--- config.mk ---
export PLATFORM = sky130hd
export DESIGN_NAME = vram_arbiter
export DESIGN_NICKNAME = d
export VERILOG_FILES = /design/src/rtl/vram_arbiter.sv
export SDC_FILE = /design/constraint.sdc
export NUM_CORES = 1
export LEC_CHECK = 0
export BUFFER_PORTS_ARGS = -buffer_cell sky130_fd_sc_hd__clkbuf_2
export CAP_MARGIN = 25
export CORE_UTILIZATION = 51
export CTS_CLUSTER_SIZE = 16
export DETAILED_ROUTE_END_ITERATION = 7
export GPL_TIMING_DRIVEN = 0
export HOLD_SLACK_MARGIN = 0.06
export PLACE_DENSITY = 0.91
export SYNTH_ARGS = -nofsm -noshare
export SYNTH_HDL_FRONTEND = slang
export SYNTH_SLANG_ARGS = --single-unit
--- constraint.sdc ---
create_clock -name clk -period 3 [get_ports clk]
set_input_delay 0.3 -clock clk [delete_from_list [all_inputs] [get_ports clk]]
set_output_delay 0.3 -clock clk [all_outputs]
set_load 0.01 [all_outputs]
--- src/rtl/vram_arbiter.sv ---
`default_nettype none
// ============================================================================
// Module      : vram_arbiter
// Description : Shares one asynchronous single-port 8-bit SRAM between the
//               video CRT fetch port and the CPU bus. Each grant runs one SRAM
//               access over a fixed strobe window. Read data is returned to
//               the winner with a 4-phase cs/ack handshake.
// Revision    : 1.0 - initial release
// ----------------------------------------------------------------------------
// Parameters
//   ADDR_W         SRAM address width (request addresses truncated)
//   ACCESS_CYCLES  clk cycles the strobes are held per access (1..15)
//   MAX_VID_RUN    consecutive video grants before a waiting CPU must win
//                  (used only when the CPU guard is built in)
// Ports
//   clk, rst                          clock, asynchronous active-high reset
//   vid_addr/vid_cs                   video fetch request
//   vid_data/vid_complete             video read data and acknowledge
//   cpu_addr/cpu_di/cpu_rw/cpu_cs     CPU request (rw: 1=read, 0=write)
//   cpu_do/cpu_ack                    CPU read data and acknowledge
//   sram_addr/sram_dq_o/sram_dq_oe    SRAM address, write data, data drive
//   sram_dq_i                         SRAM read data
//   sram_ce_n/sram_oe_n/sram_we_n     SRAM strobes, active-low, registered
// Build option
//   VRAM_ARB_CPU_GUARD_EN  when defined, a run counter limits consecutive video
//                          grants while the CPU waits; otherwise video has
//                          strict priority.
// ============================================================================
module vram_arbiter #(
  parameter int ADDR_W        = 16,
  parameter int ACCESS_CYCLES = 2,
  parameter int MAX_VID_RUN   = 4
) (
  input  logic              clk,
  input  logic              rst,
  input  logic [15:0]       vid_addr,
  input  logic              vid_cs,
  output logic [7:0]        vid_data,
  output logic              vid_complete,
  input  logic [15:0]       cpu_addr,
  input  logic [7:0]        cpu_di,
  input  logic              cpu_rw,
  input  logic              cpu_cs,
  output logic [7:0]        cpu_do,
  output logic              cpu_ack,
  output logic [ADDR_W-1:0] sram_addr,
  input  logic [7:0]        sram_dq_i,
  output logic [7:0]        sram_dq_o,
  output logic              sram_dq_oe,
  output logic              sram_ce_n,
  output logic              sram_oe_n,
  output logic              sram_we_n
);

  // --------------------------------------------------------------------------
  // Elaboration-time parameter checks
  // --------------------------------------------------------------------------
  if (ACCESS_CYCLES < 1 || ACCESS_CYCLES > 15) begin : g_bad_access_cycles
    $error("vram_arbiter: ACCESS_CYCLES must be in 1..15");
  end
  if (MAX_VID_RUN < 1 || MAX_VID_RUN > 15) begin : g_bad_max_vid_run
    $error("vram_arbiter: MAX_VID_RUN must be in 1..15");
  end

  typedef enum logic [2:0] {
    IDLE    = 3'd0,
    VID_RD  = 3'd1,
    CPU_RD  = 3'd2,
    CPU_WR  = 3'd3,
    WR_REC  = 3'd4,
    VID_ACK = 3'd5,
    CPU_ACK = 3'd6
  } state_t;

  // The access counter starts at zero on the grant edge, so the last strobe
  // cycle is the one where it equals ACCESS_CYCLES-1.
  localparam logic [3:0] ACC_LAST = 4'(ACCESS_CYCLES - 1);

  state_t     state;
  state_t     state_nx;
  logic [3:0] acc_cnt;
  logic [3:0] acc_cnt_nx;
  logic       acc_last;
  logic       grant_vid;
  logic       grant_cpu;
  logic       capture_vid;
  logic       capture_cpu;
  logic       cpu_force;

  assign acc_last = (acc_cnt == ACC_LAST);

  // --------------------------------------------------------------------------
  // Optional CPU starvation guard
  // --------------------------------------------------------------------------
`ifdef VRAM_ARB_CPU_GUARD_EN
  localparam logic [3:0] RUN_LIMIT = 4'(MAX_VID_RUN);

  logic [3:0] run_cnt;

  // Only video grants made while the CPU is waiting count towards the limit.
  assign cpu_force = (run_cnt >= RUN_LIMIT);

  always_ff @(posedge clk or posedge rst) begin
    if (rst) begin
      run_cnt <= 4'd0;
    end else if (grant_cpu) begin
      run_cnt <= 4'd0;
    end else if (grant_vid) begin
      if (!cpu_cs) begin
        run_cnt <= 4'd0;
      end else if (run_cnt != 4'hF) begin
        run_cnt <= run_cnt + 4'd1;
      end
    end
  end
`else
  assign cpu_force = 1'b0;
`endif

  // --------------------------------------------------------------------------
  // Next-state logic
  // --------------------------------------------------------------------------
  always_comb begin
    state_nx    = state;
    acc_cnt_nx  = acc_cnt;
    grant_vid   = 1'b0;
    grant_cpu   = 1'b0;
    capture_vid = 1'b0;
    capture_cpu = 1'b0;

    case (state)
      IDLE: begin
        if (vid_cs && !(cpu_cs && cpu_force)) begin
          grant_vid  = 1'b1;
          acc_cnt_nx = 4'd0;
          state_nx   = VID_RD;
        end else if (cpu_cs) begin
          grant_cpu  = 1'b1;
          acc_cnt_nx = 4'd0;
          state_nx   = cpu_rw ? CPU_RD : CPU_WR;
        end
      end

      VID_RD: begin
        if (acc_last) begin
          capture_vid = 1'b1;
          state_nx    = VID_ACK;
        end else begin
          acc_cnt_nx = acc_cnt + 4'd1;
        end
      end

      CPU_RD: begin
        if (acc_last) begin
          capture_cpu = 1'b1;
          state_nx    = CPU_ACK;
        end else begin
          acc_cnt_nx = acc_cnt + 4'd1;
        end
      end

      CPU_WR: begin
        if (acc_last) begin
          state_nx = WR_REC;
        end else begin
          acc_cnt_nx = acc_cnt + 4'd1;
        end
      end

      // One cycle with we_n released but ce_n, address and data still held,
      // giving the SRAM data hold time after the we_n rising edge.
      WR_REC: state_nx = CPU_ACK;

      // Leaving the ack state only once cs is low means a requester that keeps
      // cs high cannot be granted a second time for the same request.
      VID_ACK: if (!vid_cs) state_nx = IDLE;
      CPU_ACK: if (!cpu_cs) state_nx = IDLE;

      default: state_nx = IDLE;
    endcase
  end

  // --------------------------------------------------------------------------
  // State and registered outputs. Strobes are decoded from the next state and
  // registered, so they change only on clock edges and never glitch.
  // --------------------------------------------------------------------------
  always_ff @(posedge clk or posedge rst) begin
    if (rst) begin
      state        <= IDLE;
      acc_cnt      <= 4'd0;
      sram_ce_n    <= 1'b1;
      sram_oe_n    <= 1'b1;
      sram_we_n    <= 1'b1;
      sram_dq_oe   <= 1'b0;
      sram_addr    <= '0;
      sram_dq_o    <= 8'h00;
      vid_data     <= 8'h00;
      cpu_do       <= 8'h00;
      vid_complete <= 1'b0;
      cpu_ack      <= 1'b0;
    end else begin
      state        <= state_nx;
      acc_cnt      <= acc_cnt_nx;
      sram_ce_n    <= !(state_nx == VID_RD || state_nx == CPU_RD ||
                        state_nx == CPU_WR || state_nx == WR_REC);
      sram_oe_n    <= !(state_nx == VID_RD || state_nx == CPU_RD);
      sram_we_n    <= !(state_nx == CPU_WR);
      sram_dq_oe   <= (state_nx == CPU_WR || state_nx == WR_REC);
      vid_complete <= (state_nx == VID_ACK);
      cpu_ack      <= (state_nx == CPU_ACK);

      if (grant_vid) begin
        sram_addr <= vid_addr[ADDR_W-1:0];
      end
      if (grant_cpu) begin
        sram_addr <= cpu_addr[ADDR_W-1:0];
        sram_dq_o <= cpu_di;
      end
      if (capture_vid) begin
        vid_data <= sram_dq_i;
      end
      if (capture_cpu) begin
        cpu_do <= sram_dq_i;
      end
    end
  end

endmodule
`default_nettype wire
* Word-level counts from Yosys, hierarchy flattened
Index checks and enable logic that the tools add are counted.
** Storage, ports and cells
- Bits in registers :: 53
- Bits in latches :: 0
- RAM bits :: 0
- ROM bits :: 0
- Bits of input ports :: 53
- Output and inout port bits :: 46
- Logic and storage cells :: 63
- Memories :: 0
** Cells by class
- Add/subtract/negate cells :: 1
- Multiply operators :: 0
- Divide/modulo/power cells :: 0
- Magnitude comparators :: 0
- Eq/ne operators :: 15
- Shifts and indexed selects :: 0
- Multiplexer cells :: 23
- Bitwise logic cells :: 0
- Reductions and logical operators :: 12
** Operators with widths (count)
- $mux 16 :: 2
- $mux 3 :: 7
- $pmux 3 s7 :: 1
- $eq 3x3->1 const B :: 6
- $eq 3x2->1 const B :: 4
- $mux 4 :: 3
- $mux 1 :: 9
- $pmux 4 s2 :: 1
- $eq 3x1->1 const B :: 2
- $add 4x1->4 const B :: 1
- $eq 4x1->1 const B :: 1
- $logic_or 1x1->1 :: 4
- $reduce_bool 2->1 :: 2
- $logic_not 1->1 :: 3
- $logic_not 3->1 :: 1
- $ne 3x3->1 const B :: 1
- $reduce_and 3->1 :: 1
- $reduce_or 3->1 :: 1
- $ne 2x2->1 const B :: 1

* Longest topological paths before layout
Gate-level depths: netlist of run 1.
- Depth in word-level cells :: 9
- Mapped depth :: 7

* Least setup slack after synthesis of run 1
Ideal clock, no wire load.
- Path type :: register -> register
- Start point :: register acc_cnt[0]
- End point :: register acc_cnt[3]
- Arrival :: 1.503 ns
- Path slack :: 1.379 ns
- Cell stages (with the launch flop) :: 7
- Buffers on the path :: 1
- Cell sequence :: dfrtp_1 > ha_1 > nor3b_1 > or3_1 > clkbuf_1 > mux2i_1 > a21o_1
** On the way
- Longest elaborated chain between the ends :: 3
** RTL lines
- start, declared :: line 81 : logic [3:0] acc_cnt;
- start signal, assigned :: line 203 : acc_cnt <= acc_cnt_nx;
- $add 4x1->4 / $eq 4x1->1 (equally long branches)
- $mux 4 / $ne 2x2->1 (equally long branches)
- $pmux 4 s2 / $reduce_and 3->1 (equally long branches)
Several ways; a longest one is shown, not always the timed one. The select of a mux whose other input is x is not followed.
A chain may end at the register's enable or synchronous reset.

* Final worst setup path of run 1
- Start point :: register acc_cnt[1]
- End point :: register acc_cnt[3]
The elaborated chain is that of the path after synthesis.

==> impl_summary.txt, run 1 <==
----------------------------------------------------
[Outcome]
  Outcome ... finished with violations
  Failing checks ... design-rule violations

[Power and ir drop]
  Power density relative to cell area ... 994.1 nW/µm²
  Leakage ... 1.629 nW
  Total design power ... ~3 mW
  Maximum vdd drop ... 0.4819 mV

[Setup path]
  Data required, critical path ... 3200 ps
  Largest fanout on the critical path ... 5
  Worst setup endpoint ... acc_cnt[3]$_DFFE_PP0P_
  CP Class ... reg -> reg
  First element of the critical path ... acc_cnt[1]$_DFFE_PP0P_
  Cell with the biggest individual delay on the critical path ... dfrtp_1
  Slack of the worst reg-to-reg path ... between 1000 and 1500 ps
  Worst stage delay on the critical path ... around 420 ps
  Endpoint class of the critical path ... flip-flop
  Data arrival time at the worst-slack endpoint ... roughly 2100 ps
  RR Startpoint ... acc_cnt[1]$_DFFE_PP0P_
  FF-to-FF path depth ... 7
  Kind of start point of the critical path ... flip-flop
  Capturing point of the worst reg2reg path ... acc_cnt[3]$_DFFE_PP0P_
  CP Cell Sequence ... inv_1 -> ha_1 -> nor3b_1 -> or3_1 -> clkbuf_1 -> mux2i_1 -> a21o_1

[Hold path]
  Launch instance of the worst min-delay path ... cpu_di[5]
  Kind of path behind the tightest hold check ... in -> reg

[Finish]
  Fraction of final layout cells with drive strength greater than 1 ... around 57%
  Net count of the finished layout ... between 300 and 400
  Final Core Density ... 69.71%
  Area growth from synthesis to final layout ... 29.23%
  Ant. Diodes ... 0
  Fill count ... 329
  Cell area after layout ... slightly above 3000 µm²
  Finished Layout Cells ... ~350

[Place]
  Placer's final routability congestion estimate ... between 0.8 and 0.9
  Post-DP Area ... ~3000 µm²
  Total instance count after detailed placement ... between 300 and 400
  Dpl ws ... about 1200 ps
  Port bufs ... between 90 and 100
  HPWL reported at the end of detailed placement ... ~3500 µm

[STA]
  Max-slew violations ... 0
  Part of the cycle the worst path needs ... approximately three fifths
  Final setup violation count ... 0
  Setup TNS Final ... 0 ps
  Max_slew headroom ... between 50% and 60%
  Unrepaired setup endpoints after global routing ... no
  Final min period ... ~1900 ps
  Worst slew pin tran ... roughly 650 ps
  Layout Skew ... between 6 and 7 ps
  Fin. Hold Viols ... 0
  Setup slack after layout ... 1150 ps
  Worst hold-check slack ... roughly 220 ps
  Highest Clock Rate ... between 0.5 and 0.6 GHz

[Global route]
  Total global routing overflow ... 0
  Vias in the first global route ... 1734
  Total routing resource utilization after global routing ... about a fifth
  Initial antenna violation count ... 0
  Global-route wire length before repair ... 7396 µm
  Maximum number of pins on one net before global-route repair ... 39

[Detailed routing]
  Overall routed net length ... 4523 µm
  Via-to-Cell Ratio ... a little over 5
  Count of nets left with antenna violations after detail routing ... 0
  Residual DRC count ... 14
  Avg WL per Cell ... ~13 µm
  Vias post-DR ... about 1800
  First drt pass iteration count ... 6
  Drt first-iter violations ... 50

[Clocking]
  Sinks on the clock net ... 53
  Clock tree from TritonCTS ... done
  Worst-Skew Late Latency ... roughly 300 ps
  Cell at the root of the clock tree ... clkbuf_8
  Maximum number of buffers from clock root to sink ... 2
  Clock-pin slew on the worst setup and hold paths ... 90 ps
  CTS buffer count ... 5
  Max H-tree Level ... 2

[Synthesis]
  Post-synthesis cell type count ... 36
  Synthesis Warnings ... 0
  Share of synthesized flip-flops with an asynchronous set or reset ... between 90% and 100%
  Share of the synthesized area in the top cell type ... 52.19%
  Post-Synthesis Net Count ... between 200 and 250
  Top cells by area in the synthesized netlist ... dfrtp_1 (52%), mux2_2 (11%), mux2i_1 (7.5%)
  Total standard cell area after synthesis ... between 2000 and 2500 µm²
  Cell taking the most area after synthesis ... dfrtp_1
  Synthesized instance count ... 185
  Number of enable-type register cells in the synthesized netlist ... 0
  Cell with the most instances after synthesis ... dfrtp_1
  Predominant post-synthesis flop cell ... dfrtp_1
  Syn Area/Cell ... ~13 µm²
  Most instantiated cells after synthesis ... dfrtp_1 (50), mux2_2 (24), mux2i_1 (18), nor2_1 (18), a21oi_2 (12)
  Flip-flop and latch count after synthesis ... 53
  Seq/Total Area, Yosys ... between 50 and 60%

[Floorplan]
  Placeable core region ... between 4000 and 5000 µm²
  Overall die width ... roughly 71 µm
  Rows ... 24
  Starting density of the core ... 53.94%
  Number of top-level design ports ... 99
  Height of the die ... a little over 70 µm
  Total Die Area ... around 5000 µm²

[Run]
  MaxCap Viol Count ... 0

----------------------------------------------------
-- critical path: cells and delay by family (launching register included) --
kind	cells	cell delay [ps]
and+or+nand+nor	2	540
DFF	1	420
buffers and inverters	2	300
AOI/OAI and AO/OA	1	210
adders and majority gates	1	180
muxes	1	110
-- power by group --
part,switching (mW),total [mW],internal [mW]
logic,0.681,1.33,0.650
clock network,0.230,0.480,0.250
registers,0.197,1.27,1.07
-- layout make-up --
| class | count | area (µm²) | area share [%] |
|---|---|---|---|
| Sequential cell | 53 | 1330 | 42.93 |
| Multi-Input combinational cell | 117 | 978.4 | 31.58 |
| Timing Repair Buffer | 100 | 520.5 | 16.80 |
| Clock buffer | 5 | 68.82 | 2.221 |
| Buffer | 9 | 66.31 | 2.141 |
| Tap cell | 52 | 65.06 | 2.100 |
| Clock inverter | 3 | 46.29 | 1.494 |
| Inverter | 6 | 22.52 | 0.7270 |
-- cell families after synthesis --
family	Yosys count	share of synthesized area, %
DFF	53	55.48
muxes	42	18.79
and+or+nand+nor	42	10.33
AOI/OAI and AO/OA	29	9.917
buffers and inverters	15	3.705
xor gates and xnor gates	2	0.7308
adders and majority gates	2	1.044
-- routing by layer --
layer | routed length (µm) | share of wire [%] | vias up | track usage [%]
met5 | 0 | 0 | - | 0
met4 | 55 | 1.2 | 0 | 6.889
met3 | 248 | 5.5 | 6 | 4.843
met2 | 2252 | 50 | 73 | 33.76
met1 | 1965 | 43 | 820 | 23.13
li1 | - | - | 855 | -
-- timing repair --
| action | CTS | global route |
|---|---|---|
| buffers inserted | 0 | 0 |
| hold buffers | 1 | 0 |
| hold endpoints to repair | 15 | 0 |
| setup endpoints to repair | 0 | 0 |
| resized for setup | 0 | 0 |
-- worst min path at each step --
stage / cells after the start / to / slack [ps]
global placement: 1 / cpu_do[5]$_DFFE_PP0P_ / 490
finish: 2 / sram_dq_o[5]$_DFFE_PP0P_ / 220
detailed placement: 2 / sram_dq_o[0]$_DFFE_PP0P_ / 270
CTS: 2 / sram_dq_o[5]$_DFFE_PP0P_ / 210
floorplan: 1 / sram_dq_o[3]$_DFFE_PP0P_ / 450
global route: 2 / sram_dq_o[2]$_DFFE_PP0P_ / 210
-- cell usage in the layout, fill, tap and decap left out, types with 2 or more instances in the layout --
| master | Yosys | layout |
|---|---|---|
| nor2_2 | 2 | 2 |
| inv_2 | 1 | 2 |
| buf_4 | 4 | 4 |
| dfrtp_1 | 50 | 50 |
| a21oi_1 | 6 | 6 |
| a21o_1 | 2 | 2 |
| buf_2 | 2 | 2 |
| nor3b_1 | 2 | 2 |
| ha_1 | 2 | 2 |
| clkbuf_8 | 0 | 5 |
| a221oi_1 | 2 | 2 |
| o22ai_1 | 2 | 2 |
| nand3b_2 | 2 | 2 |
| nand2_1 | 6 | 6 |
| dfstp_2 | 3 | 3 |
| nand2b_1 | 2 | 2 |
| mux2i_1 | 18 | 18 |
| a21oi_2 | 12 | 12 |
| clkbuf_2 | 0 | 98 |
| mux2_2 | 24 | 24 |
| buf_6 | 2 | 2 |
| nor2b_1 | 4 | 4 |
| inv_1 | 5 | 4 |
| nor2_1 | 18 | 18 |
-- sequential cells by signal, summed over array words and instances (netlist names), 3 cells and up --
register,count
acc_cnt,4
cpu_do,8
vid_data,8
state,3
sram_dq_o,8
sram_addr,16
Note: power is estimated with default switching activity, not from simulation.
==> inputs of run 2 (changes only) <==
Settings changed: ABC_AREA set to 1, CORE_UTILIZATION 51 to 43, PLACE_DENSITY 0.91 to 0.83.
Clock period 3 ns to 1.7 ns, I/O delays scaled along.
==> run 2 against run 1 <==
The run now ends clean. Cell count grew 31%. Register-to-register slack worse by 940 ps. Design area increased by 2.1%. Power grew 83%. Clock skew grew 3.3 ps. Critical path depth rose by 1. Sequential share of layout area fell by 0.90 points. Hold slack lost 150 ps. Worst setup slack lost 940 ps. Die area is 17% higher. Combinational power is 90% higher. Largest power group unchanged. Highest routed layer unchanged.
==> impl_summary.txt, run 2 <==
----------------------------------------------------
[Outcome]
  Outcome ... finished, final reports clean (was finished with violations)

[STA]
  Max-slew violations ... 0 (unchanged)
  Max_slew headroom ... 73.95% (was 56.47%)
  Unrepaired setup endpoints after global routing ... no (unchanged)
  Layout Skew ... 9.401 ps (was 6.061 ps)
  Setup TNS Final ... 0 ps (unchanged)
  Final min period ... 1486 ps (was 1850 ps)
  Worst slew pin tran ... 390.1 ps (was 653.0 ps)
  Final setup violation count ... 0 (unchanged)
  Highest Clock Rate ... 0.6730 GHz (was 0.5404 GHz)
  Fin. Hold Viols ... 0 (unchanged)
  Worst hold-check slack ... 76.63 ps (was 222.1 ps)
  Part of the cycle the worst path needs ... 87.41% (was 61.68%)

[Setup path]
  Endpoint class of the critical path ... flip-flop (unchanged)
  Kind of start point of the critical path ... flip-flop (unchanged)
  Capturing point of the worst reg2reg path ... cpu_do[0]$_DFFE_PP0P_ (was acc_cnt[3]$_DFFE_PP0P_)
  CP Class ... reg -> reg (unchanged)
  First element of the critical path ... acc_cnt[1]$_DFFE_PP0P_ (unchanged)
  CP Cell Sequence ... inv_1 -> ha_1 -> nand2_1 -> inv_1 -> nand3_2 -> buf_6 -> nand2_1 -> o21ai_2 (was inv_1 -> ha_1 -> nor3b_1 -> or3_1 -> clkbuf_1 -> mux2i_1 -> a21o_1)
  Slack of the worst reg-to-reg path ... 210 ps (was 1150 ps)
  CP Buf/Inv Count ... 3 (was 2)
  RR Startpoint ... acc_cnt[1]$_DFFE_PP0P_ (unchanged)
  Cell with the biggest individual delay on the critical path ... dfrtp_1 (unchanged)
  Data arrival time at the worst-slack endpoint ... 1680 ps (was 2050 ps)
  CP Depth ... 8 (was 7)
  FF-to-FF path depth ... 8 (was 7)
  Worst setup endpoint ... cpu_do[0]$_DFFE_PP0P_ (was acc_cnt[3]$_DFFE_PP0P_)
  Largest fanout on the critical path ... 10 (was 5)
  Worst stage delay on the critical path ... 410 ps (was 420 ps)
  Data required, critical path ... 1900 ps (was 3200 ps)
  Top Family by Delay on Critical Path ... buffers and inverters (was simple AND/OR/NAND/NOR gates)

[Clocking]
  Cell at the root of the clock tree ... clkbuf_8 (unchanged)
  Number of post-CTS setup repair buffers ... 0 (unchanged)
  Post-cts repair resize count ... 0 (unchanged)
  Maximum number of buffers from clock root to sink ... 2 (unchanged)
  CTS buffer count ... 5 (unchanged)
  Max H-tree Level ... 2 (unchanged)
  Clock tree from TritonCTS ... done (unchanged)
  Sinks on the clock net ... 53 (unchanged)
  Clock-pin slew on the worst setup and hold paths ... 100 ps (was 90 ps)
  Worst-Skew Late Latency ... 300 ps (about the same)

[Floorplan]
  Placeable core region ... 5205 µm² (was 4444 µm²)
  Rows ... 26 (was 24)
  Starting density of the core ... 45.53% (was 53.94%)
  Number of top-level design ports ... 99 (unchanged)
  Overall die width ... 76.24 µm (was 70.56 µm)
  Total Die Area ... 5812 µm² (was 4979 µm²)
  Height of the die ... 76.24 µm (was 70.56 µm)

[Finish]
  Register ranked first by flip-flop count ... sram_addr (unchanged)
  Top library cells by usage in the layout, fill and taps aside ... clkbuf_2 (98), nand2_1 (75), dfrtp_1 (50) (was clkbuf_2 (98), dfrtp_1 (50), mux2_2 (24))
  Largest register FFs ... 16 (unchanged)
  Fraction of final layout cells with drive strength greater than 1 ... 36.39% (was 56.66%)
  Cell area after layout ... 3164 µm² (was 3098 µm²)
  Net count of the finished layout ... 436 (was 347)
  Ant. Diodes ... 0 (unchanged)
  Most common cell after layout, fill and taps aside ... clkbuf_2 (unchanged)
  Area growth from synthesis to final layout ... 33.53% (was 29.23%)
  Finished Layout Cells ... 452 (was 345)

[Synthesis]
  Seq/Total Area, Yosys ... 56.12% (was 55.48%)
  Share of synthesized flip-flops with an asynchronous set or reset ... 100.0% (unchanged)
  Total standard cell area after synthesis ... 2370 µm² (was 2397 µm²)
  Predominant post-synthesis flop cell ... dfrtp_1 (unchanged)
  Cell taking the most area after synthesis ... dfrtp_1 (unchanged)
  Top cells by area in the synthesized netlist ... dfrtp_1 (53%), nand2_1 (12%), o21ai_1 (5.3%) (was dfrtp_1 (52%), mux2_2 (11%), mux2i_1 (7.5%))
  Flip-flop and latch count after synthesis ... 53 (unchanged)
  Synthesized instance count ... 267 (was 185)
  Number of enable-type register cells in the synthesized netlist ... 0 (unchanged)
  Most instantiated cells after synthesis ... nand2_1 (75), dfrtp_1 (50), nor2_1 (29) (was dfrtp_1 (50), mux2_2 (24), mux2i_1 (18), nor2_1 (18), a21oi_2 (12))
  Share of the synthesized area in the top cell type ... 52.80% (was 52.19%)
  Syn Area/Cell ... 8.876 µm² (was 12.96 µm²)
  Post-Synthesis Net Count ... 322 (was 240)
  Synthesis Warnings ... 0 (unchanged)
  Post-synthesis cell type count ... 22 (was 36)
  Cell with the most instances after synthesis ... nand2_1 (was dfrtp_1)

[Place]
  HPWL reported at the end of detailed placement ... 3894 µm (was 3547 µm)
  Port bufs ... 98 (unchanged)
  Total instance count after detailed placement ... 436 (was 336)
  Post-DP Area ... 2968 µm² (was 2973 µm²)
  Placer's final routability congestion estimate ... 0.8243 (was 0.8558)

[Hold path]
  Launch instance of the worst min-delay path ... cpu_di[5] (unchanged)
  Kind of path behind the tightest hold check ... in -> reg (unchanged)

[Global route]
  Initial antenna violation count ... 0 (unchanged)
  Total global routing overflow ... 0 (unchanged)
  Maximum number of pins on one net before global-route repair ... 38 (was 39)
  Total routing resource utilization after global routing ... 20.68% (was 19.22%)
  Global-route wire length before repair ... 9618 µm (was 7396 µm)
  Vias in the first global route ... 2236 (was 1734)

[Detailed routing]
  First drt pass iteration count ... 4 (was 6)
  Via-to-Cell Ratio ... 4.710 (was 5.084)
  Count of nets left with antenna violations after detail routing ... 0 (unchanged)
  Drt first-iter violations ... 112 (was 50)
  Overall routed net length ... 5435 µm (was 4523 µm)
  Residual DRC count ... 0 (was 14)
  Vias post-DR ... 2129 (was 1754)
  Avg WL per Cell ... 12.02 µm (was 13.11 µm)

[Run]
  MaxCap Viol Count ... 0 (unchanged)

[Power and ir drop]
  Power density relative to cell area ... 1782 nW/µm² (was 994.1 nW/µm²)
  Maximum vdd drop ... 0.8507 mV (was 0.4819 mV)
  Leakage ... 1.740 nW (was 1.629 nW)

----------------------------------------------------
run 2: changes by cell type in the layout (fill, tap and decap cells not counted), moves of 11 or more:
cell	before	now
nor2_1	18	29
o21ai_0	1	21
mux2_2	24	0
o21ai_1	0	25
a21oi_2	12	0
nand2_1	6	75
mux2i_1	18	0
inv_1	4	19
run 2: kinds of logic after synthesis:
logic type / share of synthesized area, %
buffers and inverters: 6.600
flip-flops: 56.12
AND/OR/NAND/NOR: 22.76
XOR/XNOR: 0.3697
AO/OA/AOI/OAI: 13.09
adder cells (fa/ha/maj): 1.056
run 2: how the worst min path moves through the flow:
stage,end,slack (ps),depth (start not counted)
6_report,sram_dq_o[5]$_DFFE_PP0P_,80,3
5_1_grt,sram_dq_o[5]$_DFFE_PP0P_,80,3
2_1_floorplan,sram_dq_o[0]$_DFFE_PP0P_,280,2
4_1_cts,sram_dq_o[5]$_DFFE_PP0P_,70,3
3_3_place_gp,sram_dq_o[4]$_DFFE_PP0P_,370,3
3_5_place_dp,sram_dq_o[4]$_DFFE_PP0P_,160,2
run 2: worst register-to-register path: cells and delay by family (launching register included):
kind	cells	cell delay [ps]
flip-flops	1	410
buffers and inverters	3	450
adder cells (fa/ha/maj)	1	130
AO/OA/AOI/OAI	1	50
AND/OR/NAND/NOR	3	350
run 2: stage by stage:
step                      util, %  setup slack [ps]  power, mW
after floorplan                 -             248.7      3.853
after global placement      56.63            -371.3      4.695
after detailed placement    57.02             221.7      4.778
after global routing        60.79             96.08      6.136
final                       60.79             214.0      5.640
after CTS                   60.79             222.9      5.686
run 2: report_power, final:
part	leakage, nW	internal (mW)	switching, mW
Combinational	1.03	1.01	1.52
Sequential	0.654	1.89	0.354
Clock	0.0585	0.480	0.391
Total	1.74	3.37	2.27
run 2: area by class of cell:
| cell class | count | area [µm²] |
|---|---|---|
| multi-input combinational | 183 | 883.3 |
| clock inverter | 1 | 30.03 |
| buffer | 9 | 73.82 |
| timing repair buffer | 107 | 590.6 |
| clock buffer | 7 | 86.33 |
| inverter | 22 | 82.58 |
| sequential | 53 | 1330 |
| fill | 467 | 2041 |
| tap | 70 | 87.58 |
run 2: repair_timing:
item / 4_1_cts / 5_1_grt
endpoints found under the hold margin: 23 / 0
hold buffers: 8 / 0
setup endpoints to repair: 0 / 0
run 2: per-layer routing:
metal  GRT usage (%)  wire length, µm  vias to the layer above
met1           24.33             2330                      972
met4           7.692               74                        0
met3           5.749              359                        6
li1                -                -                     1080
met5               0                0                        -
met2           35.86             2670                       71
==> inputs of run 3 (changes only) <==
Settings changed: RECOVER_POWER set to 25.
==> run 3 against run 2 <==
First-iteration DRC count shrank 6.3%. Clock-buffer cell count is the same. Non-clock buffer count did not move. Critical path depth unchanged. Largest cell class unchanged. Critical endpoint unchanged. Power shrank 0.23%.
==> impl_summary.txt, run 3 (synthesis gave the netlist of run 2 again) <==
----------------------------------------------------
[Outcome]
  Outcome ... finished, final reports clean (unchanged)

[Floorplan]
  Rows ... 26 (unchanged)
  Starting density of the core ... 45.53% (unchanged)
  Height of the die ... 76.24 µm (unchanged)
  Number of top-level design ports ... 99 (unchanged)
  Placeable core region ... 5205 µm² (unchanged)
  Total Die Area ... 5812 µm² (unchanged)
  Overall die width ... 76.24 µm (unchanged)

[Detailed routing]
  Via-to-Cell Ratio ... 4.715 (was 4.710)
  Residual DRC count ... 0 (unchanged)
  Met2 routed wirelength ... 2687 µm (was 2670 µm)
  Count of nets left with antenna violations after detail routing ... 0 (unchanged)
  Avg WL per Cell ... 12.01 µm (was 12.02 µm)
  Highest routed metal layer ... met4 (unchanged)
  Metal-1 WL ... 2310 µm (was 2330 µm)
  First drt pass iteration count ... 4 (unchanged)
  Vias post-DR ... 2131 (was 2129)
  Overall routed net length ... 5429 µm (was 5435 µm)
  Drt first-iter violations ... 105 (was 112)
  Routed wire length on met3 ... 357 µm (was 359 µm)

[Place]
  Post-DP Area ... 2968 µm² (unchanged)
  Placer's final routability congestion estimate ... 0.8243 (unchanged)
  Port bufs ... 98 (unchanged)
  HPWL reported at the end of detailed placement ... 3894 µm (unchanged)
  Dpl ws ... 221.7 ps (unchanged)

[Finish]
  Largest register FFs ... 16 (unchanged)
  Fill count ... 468 (was 467)
  Fraction of final layout cells with drive strength greater than 1 ... 35.08% (was 36.39%)
  Ant. Diodes ... 0 (unchanged)
  Final Core Density ... 60.70% (was 60.79%)
  Net count of the finished layout ... 436 (unchanged)
  Top library cells by usage in the layout, fill and taps aside ... clkbuf_2 (94), nand2_1 (75), dfrtp_1 (50) (was clkbuf_2 (98), nand2_1 (75), dfrtp_1 (50))
  Register ranked first by flip-flop count ... sram_addr (unchanged)
  Area growth from synthesis to final layout ... 33.32% (was 33.53%)
  Cell area after layout ... 3159 µm² (was 3164 µm²)
  Most common cell after layout, fill and taps aside ... clkbuf_2 (unchanged)

[Power and ir drop]
  Maximum vdd drop ... 0.8506 mV (was 0.8507 mV)
  Power density relative to cell area ... 1781 nW/µm² (was 1782 nW/µm²)
  Leakage ... 1.727 nW (was 1.740 nW)

[Global route]
  Vias in the first global route ... 2236 (unchanged)
  Total routing resource utilization after global routing ... 20.68% (unchanged)
  Global-route wire length before repair ... 9618 µm (unchanged)
  Initial antenna violation count ... 0 (unchanged)
  Maximum number of pins on one net before global-route repair ... 38 (unchanged)
  Total global routing overflow ... 0 (unchanged)

[STA]
  Final setup violation count ... 0 (unchanged)
  Highest Clock Rate ... 0.6718 GHz (was 0.6730 GHz)
  Fin. Hold Viols ... 0 (unchanged)
  Max_slew headroom ... 52.99% (was 73.95%)
  Part of the cycle the worst path needs ... 87.55% (was 87.41%)
  Worst slew pin tran ... 704.4 ps (was 390.1 ps)
  Unrepaired setup endpoints after global routing ... no (unchanged)
  Max-slew violations ... 0 (unchanged)
  Final min period ... 1488 ps (was 1486 ps)
  Layout Skew ... 9.018 ps (was 9.401 ps)
  Setup slack after layout ... 211.6 ps (was 214.0 ps)

[Hold path]
  Min-Delay Path Depth ... 3 (unchanged)
  Launch instance of the worst min-delay path ... cpu_di[5] (unchanged)
  Kind of path behind the tightest hold check ... in -> reg (unchanged)

[Clocking]
  Max H-tree Level ... 2 (unchanged)
  CTS buffer count ... 5 (unchanged)
  Worst-Skew Late Latency ... 300 ps (about the same)
  Clock-pin slew on the worst setup and hold paths ... 100 ps (about the same)
  Post-cts repair resize count ... 0 (unchanged)
  Cell at the root of the clock tree ... clkbuf_8 (unchanged)
  Clock tree from TritonCTS ... done (unchanged)
  Sinks on the clock net ... 53 (unchanged)
  Number of post-CTS setup repair buffers ... 0 (unchanged)
  Quantity of hold-fixing buffers added after cts ... 8 (unchanged)
  Maximum number of buffers from clock root to sink ... 2 (unchanged)

[Setup path]
  Data arrival time at the worst-slack endpoint ... 1690 ps (was 1680 ps)
  FF-to-FF path depth ... 8 (unchanged)
  First element of the critical path ... acc_cnt[1]$_DFFE_PP0P_ (unchanged)
  Largest fanout on the critical path ... 10 (unchanged)
  Endpoint class of the critical path ... flip-flop (unchanged)
  RR Startpoint ... acc_cnt[1]$_DFFE_PP0P_ (unchanged)
  CP Class ... reg -> reg (unchanged)
  Data required, critical path ... 1900 ps (about the same)
  Slack of the worst reg-to-reg path ... 210 ps (about the same)
  Kind of start point of the critical path ... flip-flop (unchanged)

[Run]
  MaxCap Viol Count ... 0 (unchanged)

----------------------------------------------------
-- run 3: cell type report --
class | count | area, µm² | share of cell area (%)
multi-input cells | 183 | 883.3 | 27.96
well taps | 70 | 87.58 | 2.772
repair buffers | 107 | 585.6 | 18.53
inverters | 22 | 82.58 | 2.614
plain buffers | 9 | 73.82 | 2.337
clock buffers | 7 | 86.33 | 2.733
flip-flops and latches | 53 | 1330 | 42.10
clock inverters | 1 | 30.03 | 0.9505
-- run 3: where the power goes --
| group | switching (mW) | total, mW | internal [mW] | leakage, nW |
|---|---|---|---|---|
| Sequential | 0.354 | 2.24 | 1.89 | 0.654 |
| Combinational | 1.52 | 2.51 | 0.995 | 1.02 |
| Clock | 0.392 | 0.873 | 0.480 | 0.0585 |
-- run 3: through the flow --
| stage | power (mW) | instances | hold WS, ps | setup TNS, ps |
|---|---|---|---|---|
| CTS | 5.686 | 452 | 65.07 | 0 |
| global placement | 4.695 | 435 | 366.4 | -18410 |
| finish | 5.627 | 452 | 76.67 | 0 |
| detailed placement | 4.778 | 436 | 160.7 | 0 |
| global route | 6.126 | 452 | 82.63 | 0 |
| floorplan | 3.853 | 267 | 279.6 | 0 |
-- run 3: routing by layer --
| layer | GRT usage, % | vias to the layer above |
|---|---|---|
| met5 | 0 | - |
| met4 | 7.692 | 0 |
| met3 | 5.749 | 6 |
| met2 | 35.86 | 70 |
| met1 | 24.33 | 976 |
| li1 | - | 1079 |
-- run 3: worst max-delay path, stage by stage, from the launching register on --
cell and delay (ps):
dfrtp_1 410, inv_1 80, ha_1 130, nand2_1 90, inv_1 160, nand3_2 200
buf_6 210, nand2_1 70, o21ai_2 50
-- run 3: worst paths after layout --
path,end
worst min-delay path,sram_dq_o[5]$_DFFE_PP0P_
worst min register to register,vid_data[3]$_DFFE_PP0P_
worst max register to register,cpu_do[0]$_DFFE_PP0P_
worst max-delay path,cpu_do[0]$_DFFE_PP0P_
max in group asynchronous,sram_ce_n$_DFF_PP1_
min in group asynchronous,sram_dq_o[5]$_DFFE_PP0P_
